<file path="config.mk">
export PLATFORM = sky130hd
export DESIGN_NAME = sysid_reader
export DESIGN_NICKNAME = d
export VERILOG_FILES = /design/src/rtl/sysid_reader.sv
export SDC_FILE = /design/constraint.sdc
export NUM_CORES = 1
export LEC_CHECK = 0
export ABC_AREA = 0
export CAP_MARGIN = 10
export CORE_ASPECT_RATIO = 0.8
export CORE_MARGIN = 10
export CORE_UTILIZATION = 30
export DETAILED_ROUTE_END_ITERATION = 10
export PLACE_DENSITY = 0.56
export SLEW_MARGIN = 40
export SYNTH_ARGS = -nofsm -noshare
export SYNTH_HDL_FRONTEND = slang
export SYNTH_SLANG_ARGS = --single-unit
</file>
<file path="constraint.sdc">
create_clock -name clock -period 5.28 [get_ports clock]
set_clock_uncertainty 0.05 [all_clocks]
set_input_delay 1.056 -clock clock [delete_from_list [all_inputs] [get_ports clock]]
set_output_delay 1.056 -clock clock [all_outputs]
set_load 0.1 [all_outputs]
</file>
<file path="src/rtl/sysid_reader.sv">
// sysid_reader: Avalon-MM read master that checks the system-ID and timestamp words against build constants
module sysid_reader #(
  parameter logic [31:0] EXPECTED_ID    = 32'h0400_0000,
  parameter logic [31:0] EXPECTED_TS    = 32'h5446_27C2,
  parameter int          TIMEOUT_CYCLES = 255
) (
  input  logic        clock,
  input  logic        reset,
  input  logic        start,
  output logic        avm_address,
  output logic        avm_read,
  input  logic        avm_waitrequest,
  input  logic [31:0] avm_readdata,
  input  logic        avm_readdatavalid,
  output logic        busy,
  output logic        done,
  output logic [31:0] id_value,
  output logic [31:0] ts_value,
  output logic        id_match,
  output logic        ts_match,
  output logic        timeout
);
  localparam int CW = $clog2(TIMEOUT_CYCLES + 1);
  typedef enum logic [2:0] {IDLE, RD_ID, WAIT_ID, RD_TS, WAIT_TS, DONE} state_t;
  state_t state_q, state_d;
  logic [CW-1:0] cnt_q, cnt_d;
  logic [31:0] id_value_q, id_value_d, ts_value_q, ts_value_d;
  logic id_match_q, id_match_d, ts_match_q, ts_match_d, timeout_q, timeout_d;
  logic avm_read_q, avm_read_d, avm_address_q, avm_address_d, busy_q, busy_d, done_q, done_d;
  logic accept, active, rvalid, last;
  assign avm_address = avm_address_q;
  assign avm_read    = avm_read_q;
  assign busy        = busy_q;
  assign done        = done_q;
  assign id_value    = id_value_q;
  assign ts_value    = ts_value_q;
  assign id_match    = id_match_q;
  assign ts_match    = ts_match_q;
  assign timeout     = timeout_q;
  // Next-state, capture and timeout logic; bus strobes are registered from the next state so they never glitch
  always_comb begin
    state_d    = state_q;
    cnt_d      = cnt_q;
    id_value_d = id_value_q;
    ts_value_d = ts_value_q;
    id_match_d = id_match_q;
    ts_match_d = ts_match_q;
    timeout_d  = timeout_q;
    accept = (state_q == RD_ID || state_q == RD_TS) && !avm_waitrequest;
    active = state_q inside {RD_ID, WAIT_ID, RD_TS, WAIT_TS};
    rvalid = (state_q == WAIT_ID || state_q == WAIT_TS) && avm_readdatavalid;
    last   = cnt_q >= CW'(TIMEOUT_CYCLES - 1);
    if (active) cnt_d = (cnt_q == CW'(TIMEOUT_CYCLES)) ? cnt_q : cnt_q + 1'b1;
    case (state_q)
      IDLE: if (start) begin
        state_d    = RD_ID;
        cnt_d      = '0;
        id_match_d = 1'b0;
        ts_match_d = 1'b0;
        timeout_d  = 1'b0;
      end
      RD_ID:   if (accept) state_d = WAIT_ID;
      WAIT_ID: if (rvalid) begin
        id_value_d = avm_readdata;
        id_match_d = avm_readdata == EXPECTED_ID;
        state_d    = RD_TS;
        cnt_d      = '0;
      end
      RD_TS:   if (accept) state_d = WAIT_TS;
      WAIT_TS: if (rvalid) begin
        ts_value_d = avm_readdata;
        ts_match_d = avm_readdata == EXPECTED_TS;
        state_d    = DONE;
      end
      DONE:    state_d = IDLE;
      default: state_d = IDLE;
    endcase
    if (active && last && !rvalid) begin
      state_d    = DONE;
      timeout_d  = 1'b1;
      id_match_d = 1'b0;
      ts_match_d = 1'b0;
    end
    avm_read_d    = state_d == RD_ID || state_d == RD_TS;
    avm_address_d = state_d == RD_TS;
    busy_d        = state_d != IDLE;
    done_d        = state_d == DONE;
  end
  // State and output registers with synchronous reset
  always_ff @(posedge clock) begin
    if (reset) begin
      state_q       <= IDLE;
      cnt_q         <= '0;
      id_value_q    <= '0;
      ts_value_q    <= '0;
      id_match_q    <= 1'b0;
      ts_match_q    <= 1'b0;
      timeout_q     <= 1'b0;
      avm_read_q    <= 1'b0;
      avm_address_q <= 1'b0;
      busy_q        <= 1'b0;
      done_q        <= 1'b0;
    end else begin
      state_q       <= state_d;
      cnt_q         <= cnt_d;
      id_value_q    <= id_value_d;
      ts_value_q    <= ts_value_d;
      id_match_q    <= id_match_d;
      ts_match_q    <= ts_match_d;
      timeout_q     <= timeout_d;
      avm_read_q    <= avm_read_d;
      avm_address_q <= avm_address_d;
      busy_q        <= busy_d;
      done_q        <= done_d;
    end
  end
endmodule

</file>
==> reports/metrics.csv, run 1 <==
stage,metric,value,unit
status,status,"finished, final reports clean",
yosys,synthFlopType,dfxtp_1,
critical_path,cp.arrival,2.83,ns
critical_path,critPathTopFamily,simple AND/OR/NAND/NOR gates,
yosys,netlist_top_cells_area,"dfxtp_1 (51%), nand2_1 (16%), a21oi_1 (11%)",
yosys,ys_seq_area_frac,0.511,
floorplan,chipWidth,136,um
critical_path,startpoint_type,input port,
sta,rsz0062_at_grt,false,
final_layout,syn_to_final_growth,34.5,%
critical_path,rr_worst_depth,4,
power_and_ir_drop,peakVddDrop,0.149,mV
yosys,synthArstFlopShare,0,
drt,routedWlPerCell,16.4,um
cts,clk_pin_slew_worst_paths,0.06,ns
cts,insertion_delay,0.33,ns
drt,wl,10600,um
critical_path,criticalPathCategory,in -> reg,
cts,cts_setup_buffers,0,
critical_path,end_kind,flip-flop,
critical_path,r2r-start,state_q[1]$_SDFF_PP0_,
yosys,syn-cell-area,3210,sq um
global_routing,gr-total-overflow,0,
yosys,syn_inst,405,
min_path,min_path_cells,2,
global_routing,grt_first_pass_wirelength,16600,um
sta,worst_slack,2.66,ns
critical_path,crit_required,5.49,ns
cts,htreeDepth,3,
critical_path,crit_fanout,3,
cts,cts-hold-fix-buffers,0,
yosys,synthDistinctLibCells,41,
job,cap_violations,0,
place,pre_cts_slack,2.29,ns
floorplan,io_pins,108,
power_and_ir_drop,p_per_area,336,nW/um^2
final_layout,n_fill_cell,1106,
yosys,yosysWarnings,0,
cts,ctsResizeCount,0,
sta,setup_viol,0,
floorplan,rows,33,
place,dp_hpwl,7650,um
drt,drtIter0Drc,199,
place,dp.cells,630,
sta,final.setup.tns,0,ns
floorplan,core,10400,sq um
final_layout,multiInputGateArea,1450,sq um
drt,antenna_left,0,
critical_path,cpMaxStageDelayCell,or4_1,
cts,cts_root_buf,clkbuf_16,
place,gp_congestion,0.856,
critical_path,cp_cell_sequence,"clkdlybuf4s50_1, nor4_1, nand3_1, or4_1, a21boi_1",
drt,drt_pass1_iterations,5,
critical_path,reg2reg_to,id_value[15]$_SDFFE_PP0P_,
drt,drcViolationCount,0,
floorplan,fp.dieH,113,um
min_path,whs_endpoint,ts_value[0]$_SDFFE_PP0P_,
power_and_ir_drop,p_leak,1.68,nW
final_layout,layoutNonFillerInstCount,646,
yosys,syn_nets,444,
global_routing,grt_max_degree,50,
place,io_buffer_count,107,
final_layout,layout.nets,540,
drt,avgViaCountPerCell,4.83,
min_path,holdCritPathClass,reg -> reg,
cts,clockBufferDepth,2,
global_routing,grt_pass1_vias,3111,
critical_path,max_stage_delay,0.54,ns
drt,num_vias,3123,
floorplan,die-area,15300,sq um
critical_path,cp_num_buf_inv,1,
critical_path,r2r_slack,3.27,ns
sta,worstMarginPinSlew,0.702,ns
cts,cts-buffers-inserted,9,
final_layout,layout_commonest_cell,nand2_1,
final_layout,most-common-layout-cells,"nand2_1 (139), dfxtp_1 (82), buf_2 (72), a21oi_1 (69), clkdlybuf4s50_1 (35)",
place,placed_cell_area,4020,sq um
final_layout,seq_area,1640,sq um
global_routing,grt_antenna_before_repair,0,
cts,cts_sinks,82,
sta,fmax,0.382,GHz
sta,hold_viol_final,0,
sta,relSlewSlack,0.529,
final_layout,drive_gt1_frac,0.190,
sta,whs,0.401,ns
global_routing,track_usage,0.135,
floorplan,initial_core_util,0.310,
sta,min_period_over_period,0.496,
yosys,synth_top_area_share,0.511,
cts,cts_tree,built,
sta,fin_crit,2.62,ns
yosys,synth-edff-count,0,
yosys,synth_largest_area_cell,dfxtp_1,
final_layout,fin_area,4320,sq um
final_layout,diodes,0,
min_path,min-delay-start,ts_value[0]$_SDFFE_PP0P_,
sta,final_max_slew_viol_count,0,
yosys,avgSynthCellArea,7.94,sq um
yosys,synth.ff_latch_count,82,
state kept, by name, indices dropped and copies added (netlist names):
name and flops:
id_match 1, busy 1, done 1, state_q 3, timeout 1, avm_address 1
cnt_q 8, ts_match 1, ts_value 32, id_value 32, avm_read 1
worst min-delay path, cell delays in order, from the launching register on:
cell and delay, ns:
dfxtp_1 0.30, nand2_1 0.05, a21oi_1 0.05
logic make-up after synthesis:
kind of cell    count (synthesis)  share of synthesized area
simple gates                  198                      0.271
compound gates                 86                      0.147
flops                          82                      0.511
buf+inv                        28                     0.0381
xor+xnor                        6                     0.0163
mux                             3                    0.00973
fa+ha+maj                       2                    0.00778
routing by layer:
layer	share of wire	GRT usage	routed length (um)
met4	0.0050	0.0408	53
met5	0	0	0
met2	0.42	0.191	4420
met1	0.46	0.172	4860
met3	0.12	0.0735	1290
power by group:
part,internal (W),total [W],switching [W],leakage (nW)
sequential,0.000631,0.000642,0.0000109,0.662
clock,0.000391,0.000637,0.000246,0.145
combinational,0.0000492,0.000175,0.000126,0.878
total,0.00107,0.00145,0.000383,1.68
worst max-delay path by stage:
| stage | startpoint | endpoint | slack, ns | cells past startpoint |
|---|---|---|---|---|
| 2_1_floorplan | avm_readdatavalid | id_match$_SDFFE_PP0P_ | 3.07 | 4 |
| 3_3_place_gp | avm_readdata[12] | id_match$_SDFFE_PP0P_ | 2.31 | 5 |
| 3_5_place_dp | avm_readdata[12] | id_match$_SDFFE_PP0P_ | 2.29 | 5 |
| 4_1_cts | avm_readdata[12] | id_match$_SDFFE_PP0P_ | 2.64 | 5 |
| 5_1_grt | avm_readdata[26] | id_match$_SDFFE_PP0P_ | 2.53 | 5 |
| 6_report | avm_readdata[12] | id_match$_SDFFE_PP0P_ | 2.66 | 5 |
Yosys cell counts, types with 3 or more instances:
master    instances
buf_2             5
xnor2_1           4
nand3_1           7
and2_1            5
nor3_1            6
a211oi_1          3
dfxtp_1          82
nand4_1           6
clkbuf_1         19
a21oi_1          69
nor2_1            9
nand2_1         140
nor4_1            8
a31oi_1           3
metrics by stage:
step            util  power, W
2_1_floorplan      -  0.000770
3_3_place_gp   0.422  0.000838
3_5_place_dp   0.388  0.000832
4_1_cts        0.417   0.00147
5_1_grt        0.417   0.00152
6_report       0.417   0.00145
final cells by class:
| type | count | share of cell area |
|---|---|---|
| Tap cell | 140 | 0.0405 |
| Clock buffer | 12 | 0.0593 |
| Multi-Input combinational cell | 295 | 0.336 |
| Timing Repair Buffer | 111 | 0.171 |
| Sequential cell | 82 | 0.380 |
| Inverter | 2 | 0.00174 |
| Clock inverter | 4 | 0.0116 |
Note: power is estimated with default switching activity, not from simulation.
==> run 2, diff against run 1 <==
--- a/config.mk
+++ b/config.mk
@@ -11,7 +11,7 @@
 export CORE_MARGIN = 10
 export CORE_UTILIZATION = 30
 export DETAILED_ROUTE_END_ITERATION = 10
-export PLACE_DENSITY = 0.56
+export PLACE_DENSITY = 0.58
 export SLEW_MARGIN = 40
 export SYNTH_ARGS = -nofsm -noshare
 export SYNTH_HDL_FRONTEND = slang
==> constraint.sdc (replaced) <==
create_clock -name clock -period 2.35 [get_ports clock]
set_clock_uncertainty 0.05 [all_clocks]
set_input_delay 0.47 -clock clock [delete_from_list [all_inputs] [get_ports clock]]
set_output_delay 0.47 -clock clock [all_outputs]
set_load 0.1 [all_outputs]
==> reports/metrics.csv, run 2 (same netlist as run 1, synthesis figures left out) <==
stage,metric,value,unit,change
power_and_ir_drop,p_int,0.00243,W,+130%
final_layout,most-common-layout-cells,"nand2_1 (140), dfxtp_1 (82), buf_4 (82), a21oi_1 (69), clkdlybuf4s50_1 (35)",,
sta,setup_viol,0,,unchanged
power_and_ir_drop,p_leak,1.73,nW,+2.5%
power_and_ir_drop,combPwrFrac,0.126,,+0.005
power_and_ir_drop,power_frac_seq,0.442,,about the same
cts,cts-hold-fix-buffers,0,,unchanged
global_routing,grt_max_degree,43,,-14%
global_routing,grt_pass1_vias,3104,,-0.23%
final_layout,syn_to_final_growth,42.6,%,
critical_path,criticalPathCategory,in -> reg,,
drt,drt_pass1_iterations,5,,unchanged
sta,hold_viol_final,0,,unchanged
min_path,holdCritPathClass,reg -> reg,,
cts,cts_root_buf,clkbuf_16,,
drt,avgViaCountPerCell,4.82,,-0.21%
floorplan,core,10400,sq um,unchanged
critical_path,end_kind,flip-flop,,
place,pre_cts_slack,-0.000824,ns,-2.29 ns
critical_path,crit_required,2.57,ns,-2.92 ns
floorplan,initial_core_util,0.310,,unchanged
cts,cts_setup_buffers,0,,unchanged
power_and_ir_drop,netSwitchingFraction,0.257,,-0.00618
power_and_ir_drop,p_per_area,714,nW/um^2,+110%
drt,antenna_left,0,,unchanged
floorplan,io_pins,108,,unchanged
cts,ctsResizeCount,0,,unchanged
cts,cts_sinks,82,,unchanged
final_layout,layout.nets,549,,+1.7%
job,cap_violations,0,,unchanged
power_and_ir_drop,power.share.clock,0.432,,-0.006
global_routing,grt_first_pass_wirelength,16700,um,+0.63%
place,gp_congestion,0.810,,-5.4%
drt,num_vias,3160,,+1.2%
sta,rsz0062_at_grt,false,,
drt,drcViolationCount,0,,unchanged
sta,final.setup.tns,0,ns,unchanged
floorplan,die-area,15300,sq um,unchanged
place,io_buffer_count,107,,unchanged
sta,fin_crit,2.00,ns,
floorplan,chipWidth,136,um,unchanged
cts,clockBufferDepth,2,,unchanged
final_layout,layout_commonest_cell,nand2_1,,
sta,worstMarginPinSlew,0.644,ns,-0.0576 ns
sta,min_period_over_period,0.853,,
final_layout,final_util,0.442,,+0.0251
power_and_ir_drop,switching_power,0.000841,W,+120%
sta,fmax,0.499,GHz,
status,status,"finished, final reports clean",,
sta,worst_slack,0.347,ns,-2.32 ns
floorplan,fp.dieH,113,um,unchanged
critical_path,crit_fanout,3,,unchanged
cts,cts-buffers-inserted,9,,unchanged
place,dp_hpwl,7820,um,+2.2%
cts,insertion_delay,0.33,ns,about the same
drt,wl,10600,um,+0.10%
cts,htreeDepth,3,,unchanged
critical_path,r2r_slack,0.41,ns,-2.86 ns
global_routing,gr-total-overflow,0,,unchanged
drt,drtIter0Drc,189,,-5.0%
cts,clk_pin_slew_worst_paths,0.06,ns,about the same
global_routing,track_usage,0.137,,+0.00130
final_layout,drive_gt1_frac,0.198,,+0.00833
cts,cts_tree,built,,
sta,relSlewSlack,0.567,,+0.0387
sta,final_max_slew_viol_count,0,,unchanged
floorplan,rows,33,,unchanged
critical_path,cp.arrival,2.22,ns,-0.61 ns
drt,routedWlPerCell,16.2,um,-1.3%
critical_path,startpoint_type,input port,,
final_layout,diodes,0,,unchanged
global_routing,grt_antenna_before_repair,0,,unchanged
power_and_ir_drop,peakVddDrop,0.386,mV,+160%
[run 2: metrics by stage]
stage                     area (sq um)  power, W  hold WS (ns)  instances
after floorplan                   3210   0.00173         0.458        405
after global placement            4290   0.00189         0.394        639
after detailed placement          4290   0.00189         0.399        639
after CTS                         4580   0.00332         0.407        655
after global routing              4580   0.00340         0.423        655
final                             4580   0.00327         0.404        655
[run 2: worst paths after layout]
kind / startpoint / end / cells past startpoint
worst max-delay path: avm_readdata[12] / id_match$_SDFFE_PP0P_ / 5
worst min-delay path: ts_value[16]$_SDFFE_PP0P_ / ts_value[16]$_SDFFE_PP0P_ / 2
worst max register to register: state_q[2]$_SDFF_PP0_ / ts_match$_SDFFE_PP0P_ / 4
worst min register to register: ts_value[16]$_SDFFE_PP0P_ / ts_value[16]$_SDFFE_PP0P_ / 2
[run 2: power groups by stage]
stage	Sequential (W)	Clock, W	Combinational (W)
after floorplan	0.00161	0	0.000122
after global placement	0.00147	0	0.000412
after detailed placement	0.00147	0	0.000416
after CTS	0.00144	0.00146	0.000417
after global routing	0.00145	0.00151	0.000441
final	0.00144	0.00141	0.000414
[run 2: metal layers]
metal  GRT usage  wire length (um)
met1       0.169              4830
met2       0.195              4370
met3      0.0833              1320
met4      0.0344               117
met5           0                 0
[run 2: worst max-delay path, cell delays in order]
cell and delay [ns]:
clkdlybuf4s50_1 0.46, nor4_1 0.38, nand3_1 0.23, or4_1 0.54
a21boi_1 0.15
[run 2: final cells by class]
type | instances | area, sq um
clock buffers | 14 | 264
clock inverters | 2 | 35.0
fillers | 1079 | 5780
inverters | 2 | 7.51
multi-input cells | 295 | 1450
flip-flops and latches | 82 | 1640
well taps | 140 | 175
repair buffers | 120 | 1010
==> run 3, diff against run 2 <==
--- a/config.mk
+++ b/config.mk
@@ -7,11 +7,11 @@
 export LEC_CHECK = 0
 export ABC_AREA = 0
 export CAP_MARGIN = 10
-export CORE_ASPECT_RATIO = 0.8
 export CORE_MARGIN = 10
 export CORE_UTILIZATION = 30
 export DETAILED_ROUTE_END_ITERATION = 10
 export PLACE_DENSITY = 0.58
+export REMOVE_ABC_BUFFERS = 1
 export SLEW_MARGIN = 40
 export SYNTH_ARGS = -nofsm -noshare
 export SYNTH_HDL_FRONTEND = slang
==> reports/metrics.csv, run 3 (same netlist as run 1, synthesis figures left out) <==
stage,metric,value,unit,change
status,status,"finished, final reports clean",,
drt,drtIter0Drc,187,,-1.1%
sta,relSlewSlack,0.484,,-0.0834
global_routing,grt_first_pass_wirelength,15800,um,-5.5%
floorplan,io_pins,108,,unchanged
final_layout,layout_commonest_cell,nand2_1,,
critical_path,r2r_slack,0.32,ns,-0.09 ns
critical_path,end_kind,flip-flop,,
sta,setup_viol,0,,unchanged
final_layout,layout.nets,548,,-0.18%
floorplan,initial_core_util,0.310,,about the same
critical_path,crit_fanout,14,,+11
min_path,min_path_cells,2,,unchanged
final_layout,multiInputGateArea,1450,sq um,unchanged
sta,worstMarginPinSlew,0.768,ns,+0.124 ns
sta,rsz0062_at_grt,false,,
drt,avgViaCountPerCell,4.78,,-0.89%
critical_path,crit_required,2.60,ns,+0.03 ns
drt,antenna_left,0,,unchanged
place,dp_hpwl,7470,um,-4.4%
global_routing,gr-total-overflow,0,,unchanged
cts,cts_sinks,82,,unchanged
sta,fmax,0.492,GHz,-1.4%
global_routing,grt_max_degree,43,,unchanged
drt,routedWlPerCell,16.0,um,-1.6%
final_layout,layoutNonFillerInstCount,650,,-0.76%
power_and_ir_drop,combPwrFrac,0.143,,+0.017
floorplan,rows,37,,+12%
power_and_ir_drop,p_int,0.00204,W,-16%
drt,drt_pass1_iterations,4,,-1
power_and_ir_drop,switching_power,0.000847,W,+0.82%
drt,drcViolationCount,0,,unchanged
sta,min_period_over_period,0.865,,+0.0121
sta,whs,0.389,ns,-0.0149 ns
power_and_ir_drop,power.share.clock,0.359,,-0.073
power_and_ir_drop,totalPowerFinal,0.00289,W,-12%
floorplan,core,10400,sq um,about the same
cts,cts_tree,built,,
sta,final.setup.tns,0,ns,unchanged
min_path,holdCritPathClass,in -> reg,,
final_layout,diodes,0,,unchanged
drt,num_vias,3108,,-1.6%
final_layout,most-common-layout-cells,"nand2_1 (140), dfxtp_1 (82), buf_4 (80), a21oi_1 (69), clkdlybuf4s50_1 (35)",,
critical_path,rr_worst_depth,4,,unchanged
cts,htreeDepth,3,,unchanged
global_routing,use_met2,0.215,,+0.0204
critical_path,criticalPathCategory,reg -> reg,,
cts,cts_setup_buffers,0,,unchanged
floorplan,die-area,15300,sq um,-0.17%
floorplan,chipWidth,124,um,-9.0%
cts,clk_pin_slew_worst_paths,0.07,ns,about the same
min_path,min-delay-start,reset,,
drt,wl,10400,um,-2.4%
power_and_ir_drop,p_per_area,646,nW/um^2,-9.5%
cts,cts-buffers-inserted,9,,unchanged
cts,insertion_delay,0.36,ns,+0.03 ns
power_and_ir_drop,power_frac_seq,0.498,,+0.056
global_routing,globalRoute.busiestLayer,met2,,
sta,hold_viol_final,0,,unchanged
global_routing,grt_antenna_before_repair,0,,unchanged
place,io_buffer_count,107,,unchanged
critical_path,crit_path_start,state_q[2]$_SDFF_PP0_,,
place,gp_congestion,0.792,,-2.2%
cts,cts_root_buf,clkbuf_8,,
sta,fin_crit,2.03,ns,+0.0285 ns
global_routing,grtUsageMet3,0.0305,,-0.0528
cts,cts-hold-fix-buffers,0,,unchanged
final_layout,n_fill_cell,1083,,+0.37%
job,cap_violations,0,,unchanged
sta,final_max_slew_viol_count,0,,unchanged
global_routing,use_met1,0.158,,-0.0116
cts,ctsResizeCount,0,,unchanged
critical_path,r2r-start,state_q[2]$_SDFF_PP0_,,
critical_path,startpoint_type,flip-flop,,
global_routing,grt_pass1_vias,2961,,-4.6%
final_layout,drive_gt1_frac,0.200,,+0.00233
power_and_ir_drop,netSwitchingFraction,0.293,,+0.0361
final_layout,syn_to_final_growth,39.3,%,
place,dp.cells,634,,-0.78%
power_and_ir_drop,p_leak,1.68,nW,-2.9%
final_layout,seq_area,1640,sq um,unchanged
cts,clockBufferDepth,2,,unchanged
power_and_ir_drop,peakVddDrop,0.343,mV,-11%
floorplan,fp.dieH,124,um,+9.7%
critical_path,cp.arrival,2.28,ns,+0.06 ns
global_routing,track_usage,0.132,,-0.00505
-- run 3: layout make-up --
type / count / area share
repair buffers: 119 / 0.227
clock inverters: 6 / 0.0145
multi-input cells: 295 / 0.324
well taps: 136 / 0.0380
clock buffers: 10 / 0.0285
flip-flops and latches: 82 / 0.367
inverters: 2 / 0.00168
-- run 3: final timing paths --
check	end
max	avm_address$_SDFF_PP0_
min	state_q[2]$_SDFF_PP0_
max reg2reg	avm_address$_SDFF_PP0_
min reg2reg	id_value[17]$_SDFFE_PP0P_
-- run 3: power groups by stage --
stage	Clock, W	Sequential, W	Combinational, W
5_1_grt	0.00112	0.00144	0.000441
4_1_cts	0.00106	0.00144	0.000415
6_report	0.00104	0.00144	0.000413
3_5_place_dp	0	0.00147	0.000414
3_3_place_gp	0	0.00147	0.000411
2_1_floorplan	0	0.00161	0.0000904
-- run 3: layer usage --
metal,share of wire,vias to the layer above
li1,-,1572
met1,0.44,1457
met2,0.48,63
met3,0.052,16
met4,0.027,0
met5,0,-
-- run 3: worst max-delay path, stage by stage, from the launching register on --
cell	delay, ns
dfxtp_1	0.44
nor3_1	0.69
nor2_1	0.17
a31oi_1	0.40
and3b_1	0.21
-- run 3: per-stage QoR --
stage | util | area (sq um) | setup slack [ns]
after floorplan | - | 3100 | 0.498
after global placement | 0.413 | 4290 | 0.0356
after detailed placement | 0.413 | 4290 | 0.0560
after CTS | 0.432 | 4480 | 0.323
after global routing | 0.432 | 4480 | 0.0938
final | 0.432 | 4480 | 0.318
==> RTL change: new RTL, flow settings as in run 3 <==
The parameter `TIMEOUT_CYCLES` goes from 255 to 510.
--- a/src/rtl/sysid_reader.sv
+++ b/src/rtl/sysid_reader.sv
@@ -4,3 +4,3 @@
   parameter logic [31:0] EXPECTED_TS    = 32'h5446_27C2,
-  parameter int          TIMEOUT_CYCLES = 255
+  parameter int          TIMEOUT_CYCLES = 510
 ) (
Function: same outputs for any inputs over 10 cycles, from zero or initial values and one cycle with reset high; that may be too few to reach the edited logic, so the function may still have changed.
==> RTL change against run 3 <==
Clock power rose by 12%; non-clock buffer count fell by 2; utilization rose by 0.21 points; routed wire length fell by 2.7%; synthesized area fell by 0.23%; setup slack improved by 0.24 ns; design area rose by 0.48%; global-route usage fell by 0.40 points; largest power group unchanged; cell count fell by 0.92%; synthesized cell count fell by 1.5%; power rose by 4.8%; die area fell by 0.19%; sequential cell count rose by 1.
==> RTL change: results (changes against run 3) <==
H-tree depth: 3 (unchanged)
Seq/Total Area, Yosys: 51.8% (+0.74 points)
Post-synthesis area per instance: 8.04 um2 (+1.3%)
Largest net degree at the start of global routing: 58 (+35%)
CTS resizes: 0 (unchanged)
Vias per inst: 4.76 (-0.46%)
Post-CTS Setup Bufs: 0 (unchanged)
Clock slew at reported path FFs: 0.08 ns
FFs w/ async S/R, synth: 0% (unchanged)
Worst hold path type: flop to flop
Netlist cell types: 34 (-17%)
Ys Warns: 0 (unchanged)
Drt wl/cell: 15.7 um (-1.8%)
Crit path max-delay cell type: dfxtp_1
Gr usage total: 12.8% (-0.40 points)
Hold Crit Depth: 2 (unchanged)
Worst-Skew Late Latency: 0.35 ns
Final nets: 543 (-0.91%)
Worst vdd ir: 0.240 mV (-30%)
Worst-path maximum fanout: 11 (-3)
Placed Cells incl. Taps: 628 (-0.95%)
Status: completed
CTS Buf Count: 9 (unchanged)
Clock buffer depth: 2 (unchanged)
Routed WL: 10,100 um (-2.7%)
Slew @ Worst Pin: 0.401 ns (-0.367 ns)
First-pass GRT wire length: 15,400 um (-2.4%)
Clock root buffer: clkbuf_8
WHS: 0.407 ns (+0.0179 ns)
Initial antenna violation count: 0 (unchanged)
Ant diodes: 0 (unchanged)
Crit-path max cell delay: 0.54 ns (-0.15 ns)
First-pass DRT Iterations: 4 (unchanged)
Dpl hpwl: 7310 um (-2.2%)
LEAKAGE: 1.68 nW (about the same)
DRT iter0 DRCs: 223 (+19%)
Flop2flop setup slack: 0.56 ns (+0.24 ns)
Top post-synthesis cells by area: dfxtp_1 52%, nand2_1 16%, a21oi_1 11%, nor4_1 2.0%, xnor2_1 1.9%
Family with the most delay on the worst path: flip-flops
RePlAce Congestion: 0.759 (-4.3%)
Share of layout cells above drive strength 1: 20.9% (+0.83 points)
Register-to-Register Path Depth: 6 (+2)
Synth top cells by count: 137 x nand2_1, 83 x dfxtp_1, 69 x a21oi_1, 15 x nor2_1, 14 x clkbuf_1
Critical Path AT: 1.99 ns (-0.29 ns)
# clock sinks: 83 (+1.2%)
Vias in the first global route: 2,860 (-3.4%)
I/O Buffers: 107 (unchanged)
==> RTL change: cell types whose count changed after synthesis, sizes merged, moves of 4 or more <==
| cell | run 3 | this run |
|---|---|---|
| and2 | 5 | 0 |
| clkbuf | 19 | 14 |
| inv | 2 | 6 |
| nor2 | 9 | 15 |
| nor4 | 9 | 13 |
==> RTL change: routing by layer <==
metal / GRT usage (%) / routed length (um)
met5: 0 / 0
met4: 3.28 / 87
met1: 16.1 / 4510
met3: 4.33 / 794
met2: 20.5 / 4710
==> RTL change: power by group <==
group          internal [W]  switching (W)  total [W]
Combinational      0.000130       0.000286   0.000415
Sequential          0.00143      0.0000238    0.00146
Clock              0.000606       0.000552    0.00116
==> RTL change: cell type report <==
cell class	instances	area, um2
clock buffers	9	124
clock inverters	7	100
fillers	1090	5870
inverters	6	22.5
flip-flops and latches	83	1660
multi-input cells	286	1420
well taps	136	170
repair buffers	117	1000
==> RTL change: worst min-delay path: stages, from the launching register on <==
cell	delay, ns
dfxtp_1	0.32
nand2_1	0.05
a21oi_1	0.05
==> RTL change: path summary, 6_finish.rpt <==
path                                   start            to
worst max register to register    state_q[1]      cnt_q[8]
worst max-delay path              state_q[1]      cnt_q[8]
worst min register to register  ts_value[30]  ts_value[30]
worst min-delay path            ts_value[30]  ts_value[30]
==> RTL change: through the flow <==
stage / utilization, % / power (W) / area [um2] / setup slack, ns
after detailed placement: 41.2 / 0.00191 / 4280 / 0.187
after floorplan: - / 0.00172 / 3100 / 0.258
after global routing: 43.4 / 0.00316 / 4500 / 0.410
final: 43.4 / 0.00303 / 4500 / 0.562
after CTS: 43.4 / 0.00307 / 4500 / 0.556
after global placement: 41.2 / 0.00190 / 4280 / 0.202
==> RTL change: logic make-up after synthesis <==
| kind of cell | count (synthesis) | synth area share [%] |
|---|---|---|
| and+or+nand+nor | 195 | 27.3 |
| xor gates and xnor gates | 8 | 2.19 |
| buffers and inverters | 30 | 3.98 |
| adders and majority gates | 3 | 1.17 |
| AOI/OAI and AO/OA | 79 | 13.2 |
| muxes | 1 | 0.351 |
| DFF | 83 | 51.8 |
